<file path="src/rtl/ssid_event_feeder_pkg.sv">
`default_nettype none
// -----------------------------------------------------------------------------
// ssid_event_feeder_pkg : shared width, state encoding, helpers   (rev 1.0)
// -----------------------------------------------------------------------------
package ssid_event_feeder_pkg;

  localparam int SSIDBITS = 16;

  typedef enum logic [2:0] {
    IDLE   = 3'd0,
    CLEAR  = 3'd1,
    STREAM = 3'd2,
    READ   = 3'd3,
    DONE   = 3'd4
  } state_t;

  function automatic logic [15:0] sat_inc(input logic [15:0] v);
    return (v == 16'hFFFF) ? v : v + 16'd1;
  endfunction

endpackage
`default_nettype wire

</file>
<file path="src/rtl/ssid_event_feeder_if.sv">
`default_nettype none
// -----------------------------------------------------------------------------
// ssid_event_feeder_if : front-end and storage-side bundle          (rev 1.0)
// -----------------------------------------------------------------------------
interface ssid_event_feeder_if
  import ssid_event_feeder_pkg::*;
  ();

  logic [SSIDBITS-1:0] inSSID;
  logic                inValid;
  logic                inLast;
  logic                inReady;
  logic                storageReady;
  logic                readReady;
  logic [SSIDBITS-1:0] SSID;
  logic                newAddress;
  logic                clearMemory;
  logic                readMemory;
  logic                eventDone;
  logic [15:0]         ssidCount;

  modport slave (
    input  inSSID, inValid, inLast, storageReady, readReady,
    output inReady, SSID, newAddress, clearMemory, readMemory, eventDone, ssidCount
  );

  modport master (
    output inSSID, inValid, inLast, storageReady, readReady,
    input  inReady, SSID, newAddress, clearMemory, readMemory, eventDone, ssidCount
  );

endinterface
`default_nettype wire

</file>
<file path="src/rtl/ssid_sync_fifo.sv">
`default_nettype none
// -----------------------------------------------------------------------------
// ssid_sync_fifo : single-clock FIFO with wrap-bit pointers          (rev 1.0)
// -----------------------------------------------------------------------------
module ssid_sync_fifo #(
  parameter int WIDTH = 17,
  parameter int DEPTH = 16
) (
  input  wire logic             clock,
  input  wire logic             reset,
  input  wire logic             push,
  input  wire logic [WIDTH-1:0] wdata,
  input  wire logic             pop,
  output logic                  full,
  output logic                  empty,
  output logic [WIDTH-1:0]      head
);

  localparam int AW = $clog2(DEPTH);
  localparam logic [AW:0] c_one = {{AW{1'b0}}, 1'b1};

  logic [AW:0]      r_wptr;
  logic [AW:0]      r_rptr;
  logic [WIDTH-1:0] r_mem [DEPTH];
  logic             w_push;
  logic             w_pop;

  // Pointers differ only in the wrap bit when the FIFO is full.
  assign empty  = (r_wptr == r_rptr);
  assign full   = (r_wptr[AW] != r_rptr[AW]) && (r_wptr[AW-1:0] == r_rptr[AW-1:0]);
  assign w_push = push && !full;
  assign w_pop  = pop && !empty;
  assign head   = r_mem[r_rptr[AW-1:0]];

  always_ff @(posedge clock) begin
    if (reset) begin
      r_wptr <= '0;
      r_rptr <= '0;
    end else begin
      if (w_push) r_wptr <= r_wptr + c_one;
      if (w_pop)  r_rptr <= r_rptr + c_one;
    end
  end

  always_ff @(posedge clock) begin
    if (w_push) r_mem[r_wptr[AW-1:0]] <= wdata;
  end

endmodule
`default_nettype wire

</file>
<file path="src/rtl/ssid_event_feeder.sv">
`default_nettype none
// -----------------------------------------------------------------------------
// ssid_event_feeder : buffers SSIDs, sequences clear/stream/read per event (rev 1.0)
// -----------------------------------------------------------------------------
module ssid_event_feeder
  import ssid_event_feeder_pkg::*;
#(
  parameter int FIFODEPTH   = 16,
  parameter int CLEARCYCLES = 1
) (
  input  wire logic           clock,
  input  wire logic           reset,
  ssid_event_feeder_if.slave  bus
);

  localparam int CW = (CLEARCYCLES < 1) ? 1 : $clog2(CLEARCYCLES + 1);
  localparam logic [CW-1:0] c_clear_last = CW'(CLEARCYCLES);
  localparam logic [CW-1:0] c_clear_one  = {{(CW-1){1'b0}}, 1'b1};

  state_t            r_state;
  state_t            w_next;
  logic [CW-1:0]     r_clr_cnt;
  logic [15:0]       r_count;
  logic              w_full;
  logic              w_empty;
  logic              w_pop;
  logic              w_new;
  logic              w_clear;
  logic              w_read;
  logic              w_done;
  logic [SSIDBITS:0] w_head;

  ssid_sync_fifo #(
    .WIDTH (SSIDBITS + 1),
    .DEPTH (FIFODEPTH)
  ) u_fifo (
    .clock (clock),
    .reset (reset),
    .push  (bus.inValid),
    .wdata ({bus.inLast, bus.inSSID}),
    .pop   (w_pop),
    .full  (w_full),
    .empty (w_empty),
    .head  (w_head)
  );

  always_comb begin
    w_next  = r_state;
    w_pop   = 1'b0;
    w_new   = 1'b0;
    w_clear = 1'b0;
    w_read  = 1'b0;
    w_done  = 1'b0;
    case (r_state)
      IDLE: begin
        if (!w_empty) w_next = CLEAR;
      end
      CLEAR: begin
        // Strobe first, then wait for storage to report it is ready again.
        if (r_clr_cnt != c_clear_last) w_clear = 1'b1;
        else if (bus.storageReady)     w_next  = STREAM;
      end
      STREAM: begin
        w_new = !w_empty;
        w_pop = w_new && bus.storageReady;
        if (w_pop && w_head[SSIDBITS]) w_next = READ;
      end
      READ: begin
        w_read = 1'b1;
        if (bus.readReady) w_next = DONE;
      end
      DONE: begin
        w_done = 1'b1;
        w_next = w_empty ? IDLE : CLEAR;
      end
      default: w_next = IDLE;
    endcase
  end

  always_ff @(posedge clock) begin
    if (reset) begin
      r_state   <= IDLE;
      r_clr_cnt <= '0;
      r_count   <= '0;
    end else begin
      r_state <= w_next;
      if (r_state != CLEAR) r_clr_cnt <= '0;
      else if (w_clear)     r_clr_cnt <= r_clr_cnt + c_clear_one;
      if (w_next == CLEAR && r_state != CLEAR) r_count <= '0;
      else if (w_pop)                          r_count <= sat_inc(r_count);
    end
  end

  assign bus.inReady     = !w_full;
  assign bus.newAddress  = w_new;
  assign bus.SSID        = w_new ? w_head[SSIDBITS-1:0] : '0;
  assign bus.clearMemory = w_clear;
  assign bus.readMemory  = w_read;
  assign bus.eventDone   = w_done;
  assign bus.ssidCount   = r_count;

endmodule
`default_nettype wire

</file>
<file path="src/flat_wrapper.sv">
// flat-port wrapper written by rule: the top's interface ports become plain ports
module ssid_event_feeder_flat import ssid_event_feeder_pkg::*;
#(
  parameter int FIFODEPTH   = 16,
  parameter int CLEARCYCLES = 1
)
  (clock, reset, bus_inSSID, bus_inValid, bus_inLast, bus_storageReady, bus_readReady, bus_inReady, bus_SSID, bus_newAddress, bus_clearMemory, bus_readMemory, bus_eventDone, bus_ssidCount);
  ssid_event_feeder_if bus_i ();
  input  wire logic clock;
  input  wire logic reset;
  input wire logic [$bits(bus_i.inSSID)-1:0] bus_inSSID;
  input wire logic [$bits(bus_i.inValid)-1:0] bus_inValid;
  input wire logic [$bits(bus_i.inLast)-1:0] bus_inLast;
  input wire logic [$bits(bus_i.storageReady)-1:0] bus_storageReady;
  input wire logic [$bits(bus_i.readReady)-1:0] bus_readReady;
  output wire logic [$bits(bus_i.inReady)-1:0] bus_inReady;
  output wire logic [$bits(bus_i.SSID)-1:0] bus_SSID;
  output wire logic [$bits(bus_i.newAddress)-1:0] bus_newAddress;
  output wire logic [$bits(bus_i.clearMemory)-1:0] bus_clearMemory;
  output wire logic [$bits(bus_i.readMemory)-1:0] bus_readMemory;
  output wire logic [$bits(bus_i.eventDone)-1:0] bus_eventDone;
  output wire logic [$bits(bus_i.ssidCount)-1:0] bus_ssidCount;
  assign bus_i.inSSID = bus_inSSID;
  assign bus_i.inValid = bus_inValid;
  assign bus_i.inLast = bus_inLast;
  assign bus_i.storageReady = bus_storageReady;
  assign bus_i.readReady = bus_readReady;
  assign bus_inReady = bus_i.inReady;
  assign bus_SSID = bus_i.SSID;
  assign bus_newAddress = bus_i.newAddress;
  assign bus_clearMemory = bus_i.clearMemory;
  assign bus_readMemory = bus_i.readMemory;
  assign bus_eventDone = bus_i.eventDone;
  assign bus_ssidCount = bus_i.ssidCount;
  ssid_event_feeder #(.FIFODEPTH(FIFODEPTH), .CLEARCYCLES(CLEARCYCLES)) u_core (.clock(clock), .reset(reset), .bus(bus_i));
endmodule
</file>
<file path="config.mk">
export PLATFORM = sky130hd
export DESIGN_NAME = ssid_event_feeder_flat
export DESIGN_NICKNAME = d
export VERILOG_FILES = /design/src/rtl/ssid_event_feeder_pkg.sv /design/src/rtl/ssid_event_feeder_if.sv /design/src/rtl/ssid_sync_fifo.sv /design/src/rtl/ssid_event_feeder.sv /design/src/flat_wrapper.sv
export SDC_FILE = /design/constraint.sdc
export NUM_CORES = 1
export LEC_CHECK = 0
export BUFFER_PORTS_ARGS = -buffer_cell sky130_fd_sc_hd__buf_4
export CORE_MARGIN = 1.5
export CORE_UTILIZATION = 50
export CTS_CLUSTER_SIZE = 25
export DETAILED_ROUTE_END_ITERATION = 10
export PLACE_DENSITY = 0.69
export SYNTH_ARGS = -nofsm -noshare
export SYNTH_HDL_FRONTEND = slang
export SYNTH_SLANG_ARGS = --single-unit
</file>
<file path="constraint.sdc">
create_clock -name clock -period 4.3 [get_ports clock]
set_clock_uncertainty 0.05 [all_clocks]
set_input_delay 0.645 -clock clock [delete_from_list [all_inputs] [get_ports clock]]
set_output_delay 0.645 -clock clock [all_outputs]
set_load 0.02 [all_outputs]
</file>
Word level (Yosys, flattened, before mapping)
Memory sizes are Yosys's and may differ from the RTL's. A register that Yosys moved wholly into a read port is not among the register bits.
Cells that the tools add are included.
Word-level totals
  flip-flop bits (word level): 30
  RAM bits: 272
  input port bits: 22
  output and inout bits: 37
  word-level logic and storage cells: 51
  memories kept: 1
Operators by class
  $add $sub $neg: 4
  eq/ne operators: 10
  muxes and demuxes: 18
  bitwise operators: 1
  reduce and logical (&&, ||, !) cells: 12
Memory list
  u_core.u_fifo.r_mem: depth 16, bits a word 17, read ports 1, clocked after Yosys merged registers in 1, wr ports 1, RTL line ssid_sync_fifo.sv:24  | logic [WIDTH-1:0] r_mem [DEPTH];
Operators by type and width (count)
  $add 16x1->16 const B: 1
  $eq 16x16->1 const B: 1
  $mux 16: 1
  $mux 3: 5
  $pmux 3 s5: 1
  $add 5x1->5 const B: 2
  $mux 1: 9
  $mux 4: 2
  $eq 3x1->1 const B: 2
  $eq 3x2->1 const B: 2
  $logic_and 1x1->1: 6
  $eq 5x5->1: 1
  $eq 4x4->1: 1
  $reduce_or 2->1: 2
  $eq 3x3->1 const B: 1
  $logic_not 3->1: 1
  $ne 3x1->1 const B: 1
  $logic_not 1->1: 2
  $reduce_and 2->1: 1
  $add 1x1->1 const B: 1
  $ne 1x1->1: 1
  $not 1->1: 1

Longest topological paths before layout
Gate-level depths: netlist of run 1.
  depth after elaboration: 9
  depth in mapped cells: 8
  gate-level depth less buffers: 6

Modules after synthesis
Synthesis of run 1 repeated with hierarchy kept, for this count alone.
Second synthesis, totals
  cell total of the unflattened synthesis: 625
  area, all modules: 12289.3 sq um
Modules (own cells, without submodules)
  ssid_sync_fifo: instances 1, cells each 483, area each 11120.7 sq um, sequential area each 8448.1 sq um
  ssid_event_feeder: instances 1, cells each 142, area each 1168.6 sq um, sequential area each 400.4 sq um

Least setup slack after synthesis of run 1
OpenSTA, ideal clock, no wires.
  path kind: reg-to-reg
  start point: register u_core.u_fifo.r_wptr[3]
  end point: memory u_core.u_fifo.r_mem[0][0] (enable)
  library setup time: 0.413 ns
  data arrival time: 2.608 ns
  data required time: 3.837 ns
  path slack: 1.229 ns
  stages on the path, launching flop included: 8
  path buffers: 2
  clock period less this slack: 3.071 ns
  path through: dfxtp_1 -> buf_4 -> xnor2_1 -> and4_1 -> clkbuf_1 -> a21boi_1 -> nand2_1 -> nor3_1
Between the ends
  word-level cells in the longest chain between the ends: 6
Ends and longest elaborated chain
  from (decl): RTL line ssid_sync_fifo.sv:22  | logic [AW:0] r_wptr;
  from (signal assigned): RTL line ssid_sync_fifo.sv:40  | if (w_push) r_wptr <= r_wptr + c_one;
  $eq 4x4->1: RTL line ssid_sync_fifo.sv:30  | assign full = (r_wptr[AW] != r_rptr[AW]) && (r_wptr[AW-1:0] == r_rptr[AW-1:0]);
  $logic_and 1x1->1: RTL line ssid_sync_fifo.sv:30
  $logic_not 1->1: RTL line ssid_sync_fifo.sv:31  | assign w_push = push && !full;
  $logic_and 1x1->1: RTL line ssid_sync_fifo.sv:31
  $mux 1: RTL line ssid_sync_fifo.sv:46  | if (w_push) r_mem[r_wptr[AW-1:0]] <= wdata;
  $mux 1 (not written as such): RTL line ssid_sync_fifo.sv:46
  to (decl): RTL line ssid_sync_fifo.sv:24
Parallel ways exist; a longest one is shown, timed or not.

==> summary.md, run 1 <==
| Metric | Value |
|---|---|
| P_leak | 4.41 nW |
| Gr usage total | 0.199 |
| Top cells by area, synth | edfxtp_1 67%, mux4_2 16%, dfxtp_1 5.6% |
| Routability congestion estimate | 0.838 |
| IO Port Bufs | 58 |
| Area leader, netlist | edfxtp_1 |
| CTS tree | built |
| Mean post-synth cell area | 19.7 sq um |
| Clock sinks | 306 |
| Vias in the first global route | 6288 |
| Antenna cell count | 0 |
| TritonCTS buffer count | 30 |
| Synth unique cells | 44 |
| Cells after synthesis | 615 |
| Max-slew violation count | 0 |
| Largest net degree at the start of global routing | 31 |
| Setup TNS Final | 0 ns |
| Synth Net Count | 643 |
| Seq cells post-synth | 306 |
| H-tree lvl count | 1 |
| Die ar. | 25200 sq um |
| Maximum clock frequency | 274 MHz |
| Critical-path top delay cell | dfxtp_4 |
| Slew @ Worst Pin | 1.12 ns |
| CP max stage delay | 0.68 ns |
| Number of synthesized flops with an enable pin | 272 |
| Cell area after synthesis | 12100 sq um |
| Final worst-path cycle share | 0.848 |
| Worst VDD drop | 0.000246 V |
| Initial antenna violation count | 0 |
| CP Launch Type | flop |
| First-pass GRT wire length | 37.6 mm |
| Die width | 159 um |
| Met1 WL | 10.4 mm |
| Post-synthesis sequential area ratio | 0.730 |
| HP Class | in -> reg |
| DR pass1 iterations | 4 |
| CP bufs+invs | 2 |
| Final setup fails | 0 |
| WP data arrival | 2.95 ns |
| Layout cells sized above 1 | 0.328 |
| Slew margin rel. | 0.251 |
| Final-report hold violation count | 0 |
| CP delay by family, top | multiplexers |
| Io pins | 59 |
| Post-CTS sizing | 0 |
| Prevailing post-synth register cell | edfxtp_1 |
| Area share of the largest cell type after synthesis | 0.674 |
| Met2 WL | 12.6 mm |
| Die Span Y | 159 um |
| CTS root buf | clkbuf_16 |
| WL final | 24.7 mm |
| Cts-stage hold buffer count | 0 |
| Minimum clock period | 3.65 ns |
| Max Used Layer | met4 |
| DR vias/cell | 5.84 |
| Setup bufs post-CTS | 0 |
| Crit Path Max Fanout | 26 |
| Status | complete, no violations |
| PwrDens | 433 nW/um^2 |
| Most frequent cell after synthesis | edfxtp_1 |
| P&R area growth vs syn | 16.0% |
| Clock latency on the worst-skew pair | 0.54 ns |
| DR DRC count | 0 |
| Pwr Total | 0.00609 W |
| Nets@finish | 727 |
| Rows | 56 |
| Met3 wire length | 1.37 mm |
| Post-DP HPWL | 13.8 mm |
| Total grt overflow | 0 |
| Synth top cells by count | 272 x edfxtp_1, 84 x mux4_2, 34 x dfxtp_1 |
| Kind of critical path | reg -> out |
| Yosys warns | 0 |
| Post-synth ARST share | 0 |
| Reg clk slew, reported paths | 0.06 ns |
| Clock Tree Buf Depth | 3 |
| Initial core utilization | 0.513 |
| Total number of vias | 6087 |
| RSZ-0062 raised after global routing | false |
| Iteration-0 DRC Markers | 384 |
| CP cell instances | buf_4 > mux4_2 > mux4_2 > nor2b_1 > buf_4 |
| Worst Path Required | 3.61 ns |
| Average wire per standard cell | 23.7 um |
| Max-cap violations | 0 |
| Core area | 23600 sq um |
| Critical Path Sink Type | primary output |
| Final ANT Viol Nets | 0 |
## worst min-delay path: stages
cell and delay (ns):
buf_4 0.11, nand2_1 0.08, nor3_1 0.05
## logic make-up after synthesis
kind of cell,synth area share
buffers and inverters,0.0154
muxes,0.162
AOI/OAI and AO/OA,0.0245
adders and majority gates,0.00619
xor gates and xnor gates,0.0115
DFF,0.730
and+or+nand+nor,0.0507
## where the power goes
| group | total (W) | leakage [nW] | internal [W] | switching (W) |
|---|---|---|---|---|
| Clock | 0.00263 | 0.477 | 0.00155 | 0.00107 |
| Sequential | 0.00328 | 2.73 | 0.00327 | 0.0000149 |
| Combinational | 0.000178 | 1.20 | 0.0000667 | 0.000112 |
| Total | 0.00609 | 4.41 | 0.00489 | 0.00120 |
## metal layers
| metal | up-vias | track usage |
|---|---|---|
| met5 | - | 0 |
| met4 | 0 | 0.0437 |
| met3 | 26 | 0.0280 |
| met2 | 179 | 0.336 |
| met1 | 3183 | 0.277 |
| li1 | 2699 | - |
## stage by stage
stage	setup slack, ns	hold slack [ns]	std cells	util	area, sq um
2_1_floorplan	1.23	0.381	615	-	12100
3_3_place_gp	1.20	0.406	986	0.553	13100
3_5_place_dp	1.17	0.422	986	0.553	13100
4_1_cts	0.585	0.327	1042	0.596	14100
5_1_grt	0.481	0.343	1042	0.596	14100
6_report	0.652	0.346	1042	0.596	14100
## cell type report
cell class / instances / area, sq um
sequential: 306 / 8850
clock buffer: 33 / 783
tap: 319 / 399
timing repair buffer: 82 / 641
clock inverter: 23 / 225
inverter: 7 / 26.3
fill: 1735 / 9550
multi-input combinational: 272 / 3140
## path summary, 6_finish.rpt
| path | start | to | slack (ns) | cells after the start |
|---|---|---|---|---|
| worst max register to register | u_core.u_fifo.r_wptr[2] | u_core.u_fifo.r_mem[12][2] | 1.38 | 6 |
| worst min-delay path | bus_readReady | u_core.r_state[2] | 0.35 | 3 |
| worst max-delay path | flop | bus_SSID[6] | 0.65 | 5 |
| worst min register to register | u_core.r_state[2] | u_core.r_state[1] | 0.45 | 1 |
## cells in the final DEF, fill, tap and decap left out, drive strengths merged, types with 5 or more instances in the layout
cell      count
dfxtp        34
clkinvlp      6
ha            6
mux2i         7
nand2        13
nand2b        5
nor3          8
nor2b        16
clkinv       12
nor2         31
xnor2         8
nand4         8
o31ai        10
o21ai         8
mux4         84
clkbuf       33
nand3         6
a21oi        16
buf          82
or4          10
inv           8
edfxtp      272
xor2          7
## registers in the layout (all words and copies together) (netlist names), named ones only
| name | flops |
|---|---|
| u_core.bus.ssidCount | 16 |
| u_core.r_clr_cnt | 1 |
| u_core.r_state | 3 |
| u_core.u_fifo.r_mem | 272 |
| u_core.u_fifo.r_rptr | 5 |
| u_core.u_fifo.r_wptr | 5 |
Note: power is estimated with default switching activity, not from simulation.
==> run 2: changes to the inputs <==
- ABC_AREA: not set -> 1
- clock period: 4.3 -> 3.7 ns (I/O delays scaled with it)
==> run 2 against run 1 <==
Against the previous run:
- cell area rose by 5.5%
- synthesized cell count increased by 89%
- non-clock buffer count grew 8
- critical path depth rose by 5
- cell count grew 51%
- area after synthesis rose by 6.3%
- sequential cell count is the same
- via count is 44% higher
- power up 20%
- sequential power is 16% higher
- core utilization down 0.79 points
- first-iteration DRC count grew 140%
- highest routed layer unchanged
==> summary.md, run 2 <==
| Metric | Value |
|---|---|
| WL final | 30.3 mm (+23%) |
| CP cell instances | inv_1 > nand2_1 > nand2_1 > nor2_1 > nand3_4 > nand2_1 > inv_1 > nand2_1 > a31oi_1 > buf_4 |
| Number of synthesized flops with an enable pin | 272 (unchanged) |
| CTS root buf | clkbuf_16 |
| DR DRC count | 0 (unchanged) |
| Reg clk slew, reported paths | 0.06 ns (about the same) |
| Dpl cells | 1519 (+54%) |
| Synth top cells by count | 364 x nand2_1, 272 x edfxtp_1, 195 x nand3_1 |
| Area leader, netlist | edfxtp_1 |
| Setup TNS Final | 0 ns (unchanged) |
| P&R area growth vs syn | 15.2% |
| Register area | 8850 sq um (unchanged) |
| Synth unique cells | 34 (-23%) |
| Status | complete, no violations |
| First-pass GRT wire length | 47.0 mm (+25%) |
| Seq pwr share | 0.520 (-0.019) |
| Setup bufs post-CTS | 0 (unchanged) |
| Seq cells post-synth | 306 (unchanged) |
| Final Instance Area | 14800 sq um (+5.5%) |
| Clock latency on the worst-skew pair | 0.54 ns (about the same) |
| Final ANT Viol Nets | 0 (unchanged) |
| WP data arrival | 2.71 ns (-0.24 ns) |
| Flop2flop setup slack | 0.98 ns (-0.40 ns) |
| Most frequent cell after synthesis | nand2_1 |
| Worst Setup Slack, final | 0.381 ns (-0.271 ns) |
| Worst Reg-to-Reg Cells | 9 (+3) |
| Crit Path Max Fanout | 14 (-46%) |
| Routability congestion estimate | 0.815 (-2.8%) |
| Synth Net Count | 1189 (+85%) |
| Final worst-path cycle share | 0.897 |
| Max reg flops | 272 (unchanged) |
| Total grt overflow | 0 (unchanged) |
| Hold Path Depth | 2 (-1) |
| Cell area after synthesis | 12900 sq um (+6.3%) |
| Area of the multi-input gates | 3640 sq um (+16%) |
| Most frequent cells in the layout | 364 x nand2_1, 272 x edfxtp_1, 195 x nand3_1 |
| Post-synth ARST share | 0 (unchanged) |
| Cell-internal power | 0.00590 W (+21%) |
| Minimum clock period | 3.32 ns |
| Critical Path Sink Type | primary output |
| Area share of the largest cell type after synthesis | 0.634 (-0.0399) |
| Comb power frac | 0.030 (about the same) |
| Post-CTS sizing | 0 (unchanged) |
| Clock power frac | 0.450 (+0.019) |
| IO Port Bufs | 58 (unchanged) |
| Nets@finish | 1250 (+72%) |
| Maximum clock frequency | 301 MHz |
| Max-cap violations | 0 (unchanged) |
| Slew margin rel. | 0.477 (+0.226) |
| Vias in the first global route | 8355 (+33%) |
| Die Span Y | 164 um (+3.0%) |
| DR pass1 iterations | 5 (+1) |
| Worst r2r dst | u_core.u_fifo.r_mem[6][13] |
| Most used cell, CP | nand2_1 |
| Cts-stage hold buffer count | 0 (unchanged) |
| Gr usage total | 0.231 (+0.0322) |
| Initial core utilization | 0.510 (-0.00315) |
| Hold Crit Start | reset |
| Layout Utilization | 0.588 (-0.00791) |
| CP delay by family, top | simple AND/OR/NAND/NOR gates |
| CP bufs+invs | 3 (+1) |
| Final setup fails | 0 (unchanged) |
| CTS tree | built |
| Total number of vias | 8736 (+44%) |
| Critical-path top delay cell | nand2_1 |
| Post-route insts no fill | 1577 (+51%) |
| Final-report hold violation count | 0 (unchanged) |
| Worst VDD drop | 0.000296 V (+20%) |
| Core area | 25300 sq um (+7.0%) |
| DR vias/cell | 5.54 (-5.2%) |
| CP Launch Type | flop |
| Average wire per standard cell | 19.2 um (-19%) |
| Iteration-0 DRC Markers | 926 (+140%) |
| Io pins | 59 (unchanged) |
| Commonest non-fill, non-tap cell in the layout | nand2_1 |
| HP Class | in -> reg |
| Die width | 164 um (+3.0%) |
| # fillers | 2066 (+19%) |
| CP startpoint | u_core.u_fifo.r_wptr[0] |
| CP max stage delay | 0.47 ns (-0.21 ns) |
| Clock sinks | 306 (unchanged) |
| Placed instance area | 13700 sq um (+5.2%) |
| Hold Path Sink | u_core.r_clr_cnt |
| Post-synthesis sequential area ratio | 0.687 (-0.0432) |
| Max-slew violation count | 0 (unchanged) |
| Mean post-synth cell area | 11.1 sq um (-44%) |
| Initial antenna violation count | 1 (+1) |
| Switching Share | 0.195 (-0.00184) |
| Rows | 58 (+3.6%) |
| RSZ-0062 raised after global routing | false |
| Largest net degree at the start of global routing | 137 (+340%) |
| Worst Path Required | 3.09 ns (-0.52 ns) |
| PwrDens | 494 nW/um^2 (+14%) |
| Die ar. | 26700 sq um (+6.2%) |
| Cells after synthesis | 1161 (+89%) |
| Psw | 0.00143 W (+19%) |
| P_leak | 5.43 nW (+23%) |
| Prevailing post-synth register cell | edfxtp_1 |
| Place WS | 0.952 ns (-0.213 ns) |
| Layout cells sized above 1 | 0.165 (-0.162) |
| H-tree lvl count | 1 (unchanged) |
| Reg-to-Reg Start | u_core.u_fifo.r_wptr[2] |
| Clock Tree Buf Depth | 3 (unchanged) |
| Yosys warns | 0 (unchanged) |
| Post-DP HPWL | 16.9 mm (+23%) |
| TritonCTS buffer count | 31 (+3.3%) |
| Top cells by area, synth | edfxtp_1 63%, nand2_1 11%, nand3_1 7.6% |
| Slew @ Worst Pin | 0.784 ns (-0.340 ns) |
| Kind of critical path | reg -> out |
-- run 2: changes by cell type in the layout (fill, tap and decap cells not counted), sizes merged, moves of 8 or more --
cell	before	now
nand2	13	381
nand3	6	197
mux4	84	0
a21oi	16	53
inv	8	31
nor2	31	54
nor2b	16	0
clkbuf	33	44
o21ai	8	19
a211oi	0	10
o31ai	10	0
or4	10	0
buf	82	90
-- run 2: stage by stage --
step	hold WS, ns	power, W
6_report	0.219	0.00733
5_1_grt	0.220	0.00753
4_1_cts	0.210	0.00737
3_5_place_dp	0.424	0.00410
3_3_place_gp	0.415	0.00410
2_1_floorplan	0.395	0.00400
-- run 2: how the worst max path moves through the flow --
| stage | end | slack [ns] | depth (start not counted) |
|---|---|---|---|
| 3_5_place_dp | bus_SSID[12] | 0.95 | 10 |
| 6_report | bus_SSID[10] | 0.38 | 10 |
| 2_1_floorplan | u_core.u_fifo.r_mem[0][0] | 1.21 | 10 |
| 5_1_grt | bus_SSID[10] | 0.24 | 10 |
| 3_3_place_gp | bus_SSID[5] | 0.99 | 10 |
| 4_1_cts | bus_SSID[12] | 0.37 | 10 |
-- run 2: area by class of cell --
class                      instances  share of cell area
antenna                            1            0.000169
clock buffer                      44              0.0609
clock inverter                    13              0.0134
inverter                          32             0.00826
multi-input combinational        761               0.245
sequential                       306               0.596
tap                              330              0.0278
timing repair buffer              90              0.0480
-- run 2: worst register-to-register path: stages, from the launching register on --
cell	delay, ns
dfxtp_1	0.48
nand2_1	0.09
nand2_1	0.10
nor2_4	0.06
nand3b_1	0.15
nand2_2	0.15
inv_2	0.15
nand2_1	0.16
nor2_2	0.64
buf_4	0.38
-- run 2: cells by family after synthesis --
family                   count (synthesis)  share of synthesized area
AO/OA/AOI/OAI                           87                     0.0400
XOR/XNOR                                14                    0.00952
adder cells (fa/ha/maj)                  6                    0.00583
buffers and inverters                   94                     0.0342
flip-flops                             306                      0.687
AND/OR/NAND/NOR                        654                      0.224
-- run 2: power groups by stage --
stage                     Combinational, W  Sequential, W  Clock, W
after global routing              0.000242        0.00381   0.00348
after CTS                         0.000218        0.00381   0.00334
after global placement            0.000214        0.00388         0
final                             0.000218        0.00381   0.00330
after floorplan                   0.000113        0.00388         0
after detailed placement          0.000217        0.00389         0
-- run 2: per-layer routing --
| layer | vias up | track usage | part of all wire | wire, um |
|---|---|---|---|---|
| met4 | 0 | 0.0645 | 0.022 | 654 |
| met5 | - | 0 | 0 | 0 |
| met1 | 4190 | 0.328 | 0.43 | 13200 |
| met3 | 45 | 0.0305 | 0.074 | 2240 |
| li1 | 4186 | - | - | - |
| met2 | 315 | 0.374 | 0.47 | 14200 |
==> run 3: changes to the inputs <==
- SYNTH_HIERARCHICAL: not set -> 1
==> run 3 against run 2 <==
Against the previous run:
- sequential share of layout area decreased by 0.30 points
- sequential cell count unchanged
- clock power down 9.4%
- die area up 1.6%
- area after synthesis up 1.6%
- via count hardly changed
- fmax down 1.3%
- critical path depth is 1 higher
- global-route usage fell by 1.4 points
- sequential power about the same
- cell count is 3.0% higher
- power shrank 4.6%
- critical path type unchanged
- critical endpoint is now bus_SSID[7]
==> summary.md, run 3 <==
| Metric | Value |
|---|---|
| Initial core utilization | 0.507 (-0.00362) |
| Worst r2r dst | u_core/u_fifo/r_mem[1][0] |
| Dpl cells | 1568 (+3.2%) |
| CTS root buf | clkbuf_16 |
| CP max stage delay | 0.43 ns (-0.04 ns) |
| Largest net degree at the start of global routing | 125 (-8.8%) |
| Synth unique cells | 31 (-8.8%) |
| Most frequent cell after synthesis | edfxtp_1 |
| Cells after synthesis | 1206 (+3.9%) |
| Seq cells post-synth | 306 (unchanged) |
| Setup TNS Final | 0 ns (unchanged) |
| Max-cap violations | 0 (unchanged) |
| Final setup fails | 0 (unchanged) |
| Worst Setup Slack, final | 0.336 ns (-0.0450 ns) |
| CTS tree | built |
| Post-synth ARST share | 0 (unchanged) |
| Final worst-path cycle share | 0.909 (+0.0122) |
| Most frequent cells in the layout | 272 x edfxtp_1, 189 x inv_1, 188 x nand2_1 |
| Slew margin rel. | 0.466 (-0.0111) |
| Rows | 59 (+1.7%) |
| Commonest non-fill, non-tap cell in the layout | edfxtp_1 |
| Kind of critical path | reg -> out |
| Worst Path Required | 3.09 ns (about the same) |
| Seq pwr share | 0.544 (+0.024) |
| Critical-path top delay cell | dfxtp_1 |
| Crit Path Max Fanout | 11 (-3) |
| WL final | 28.9 mm (-4.5%) |
| DR DRC count | 0 (unchanged) |
| Status | complete, no violations |
| Post-DP HPWL | 16.6 mm (-1.7%) |
| Nets@finish | 1297 (+3.8%) |
| CP delay by family, top | buffers and inverters |
| Final ANT Viol Nets | 0 (unchanged) |
| Mean post-synth cell area | 10.9 sq um (-2.2%) |
| Maximum clock frequency | 297 MHz (-1.3%) |
| P&R area growth vs syn | 14.0% |
| Worst VDD drop | 0.000295 V (-0.37%) |
| Comb power frac | 0.028 (-0.002) |
| Clock sinks | 306 (unchanged) |
| Hold Path Depth | 2 (unchanged) |
| Flop2flop setup slack | 1.11 ns (+0.13 ns) |
| Gr usage total | 0.217 (-0.0136) |
| Reg-to-Reg Start | u_core/u_fifo/r_wptr[0] |
| Pwr Total | 0.00700 W (-4.6%) |
| Slew @ Worst Pin | 0.801 ns (+0.0167 ns) |
| Total number of vias | 8740 (+0.046%) |
| HP Class | in -> reg |
| Cell area after synthesis | 13100 sq um (+1.6%) |
| WP data arrival | 2.76 ns (+0.05 ns) |
| Minimum clock period | 3.36 ns (+0.0450 ns) |
| Antenna cell count | 0 (-1) |
| Max reg flops | 272 (unchanged) |
| CP bufs+invs | 5 (+2) |
| Synth top cells by count | 272 x edfxtp_1, 189 x inv_1, 188 x nand2_1 |
| Worst Reg-to-Reg Cells | 10 (+1) |
| Clock power frac | 0.428 (-0.022) |
| Area share of the largest cell type after synthesis | 0.624 (-0.00988) |
| H-tree lvl count | 2 (+1) |
| Cell-internal power | 0.00559 W (-5.3%) |
| Iteration-0 DRC Markers | 898 (-3.0%) |
| Core area | 25800 sq um (+2.3%) |
| Psw | 0.00141 W (-1.7%) |
| IO Port Bufs | 58 (unchanged) |
| Setup bufs post-CTS | 0 (unchanged) |
| DR pass1 iterations | 6 (+1) |
| Yosys warns | 6 (+6) |
| RSZ-0062 raised after global routing | false |
| PwrDens | 469 nW/um^2 (-5.1%) |
| Critical Path Sink Type | primary output |
| Area leader, netlist | edfxtp_1 |
| Layout cells sized above 1 | 0.124 (-0.0412) |
| Final-report hold violation count | 0 (unchanged) |
| Prevailing post-synth register cell | edfxtp_1 |
| Die ar. | 27200 sq um (+1.6%) |
| Hold Path Sink | u_core/r_state[1] |
| Clock Tree Buf Depth | 3 (unchanged) |
| Total grt overflow | 0 (unchanged) |
| TritonCTS buffer count | 34 (+9.7%) |
| Switching Share | 0.201 (+0.00583) |
| Routability congestion estimate | 0.820 (+0.66%) |
| Cts-stage hold buffer count | 0 (unchanged) |
| Max-slew violation count | 0 (unchanged) |
| Die Span Y | 165 um (+0.77%) |
| DR vias/cell | 5.38 (-2.8%) |
| Post-CTS sizing | 0 (unchanged) |
| Synth Net Count | 1234 (+3.8%) |
| Layout Utilization | 0.578 (-0.0102) |
| Average wire per standard cell | 17.8 um (-7.2%) |
| Post-route insts no fill | 1624 (+3.0%) |
| Clock latency on the worst-skew pair | 0.50 ns (-0.04 ns) |
| Number of synthesized flops with an enable pin | 272 (unchanged) |
| CP Launch Type | flop |
| Top cells by area, synth | edfxtp_1 62%, inv_1 5.4%, nand2_1 5.4% |
| Reg clk slew, reported paths | 0.06 ns (about the same) |
| CP cell instances | inv_1 > nand2_1 > nand2_1 > nor2_1 > nand3_1 > inv_1 > nor2_1 > inv_1 > buf_4 > nor2_1 > buf_4 |
| Post-synthesis sequential area ratio | 0.676 (-0.0107) |
| Initial antenna violation count | 0 (-1) |
| Hold Crit Start | reset |
| P_leak | 5.45 nW (+0.42%) |
| Io pins | 59 (unchanged) |
| Vias in the first global route | 7889 (-5.6%) |
| First-pass GRT wire length | 44.1 mm (-6.2%) |
| Place WS | 0.843 ns (-0.109 ns) |
| Die width | 165 um (+0.77%) |
==> run 3: routing by layer <==
layer | vias to the layer above | share of wire | track usage
met3 | 54 | 0.064 | 0.0394
met1 | 4175 | 0.45 | 0.307
met2 | 267 | 0.47 | 0.339
met5 | - | 0 | 0
met4 | 0 | 0.025 | 0.0758
li1 | 4244 | - | -
==> run 3: kinds of logic after synthesis <==
kind of cell | Yosys count | share of synthesized area
xor gates and xnor gates | 7 | 0.00468
adders and majority gates | 6 | 0.00574
buffers and inverters | 255 | 0.0786
DFF | 306 | 0.676
and+or+nand+nor | 399 | 0.130
AOI/OAI and AO/OA | 233 | 0.104
==> run 3: worst max-delay path by stage <==
| stage | end | cells after the start | start |
|---|---|---|---|
| after floorplan | bus_SSID[10] | 11 | u_core/u_fifo/r_wptr[0] |
| after global placement | bus_SSID[10] | 11 | u_core/u_fifo/r_wptr[0] |
| after detailed placement | bus_SSID[8] | 11 | u_core/u_fifo/r_wptr[0] |
| after CTS | bus_SSID[8] | 11 | u_core/u_fifo/r_wptr[0] |
| after global routing | bus_SSID[13] | 11 | u_core/u_fifo/r_wptr[0] |
| final | bus_SSID[7] | 11 | u_core/u_fifo/r_wptr[0] |
==> run 3: area by class of cell <==
type                       instances  area [sq um]
clock buffer                      49           928
timing repair buffer              88           698
multi-input combinational        645          3250
inverter                         194           729
tap                              335           419
clock inverter                     7          42.5
fill                            2107         10900
sequential                       306          8860
==> run 3: per-stage QoR <==
stage | cell area (sq um) | hold slack, ns
after detailed placement | 14000 | 0.428
after CTS | 14900 | 0.192
after global routing | 14900 | 0.207
after floorplan | 13100 | 0.395
after global placement | 14000 | 0.415
final | 14900 | 0.207
==> run 3: power groups by stage <==
stage / clock, W / sequential [W] / combinational (W)
after CTS: 0.00304 / 0.00381 / 0.000197
after global routing: 0.00318 / 0.00381 / 0.000220
after global placement: 0 / 0.00388 / 0.000194
after floorplan: 0 / 0.00388 / 0.0000948
final: 0.00299 / 0.00381 / 0.000196
after detailed placement: 0 / 0.00388 / 0.000197
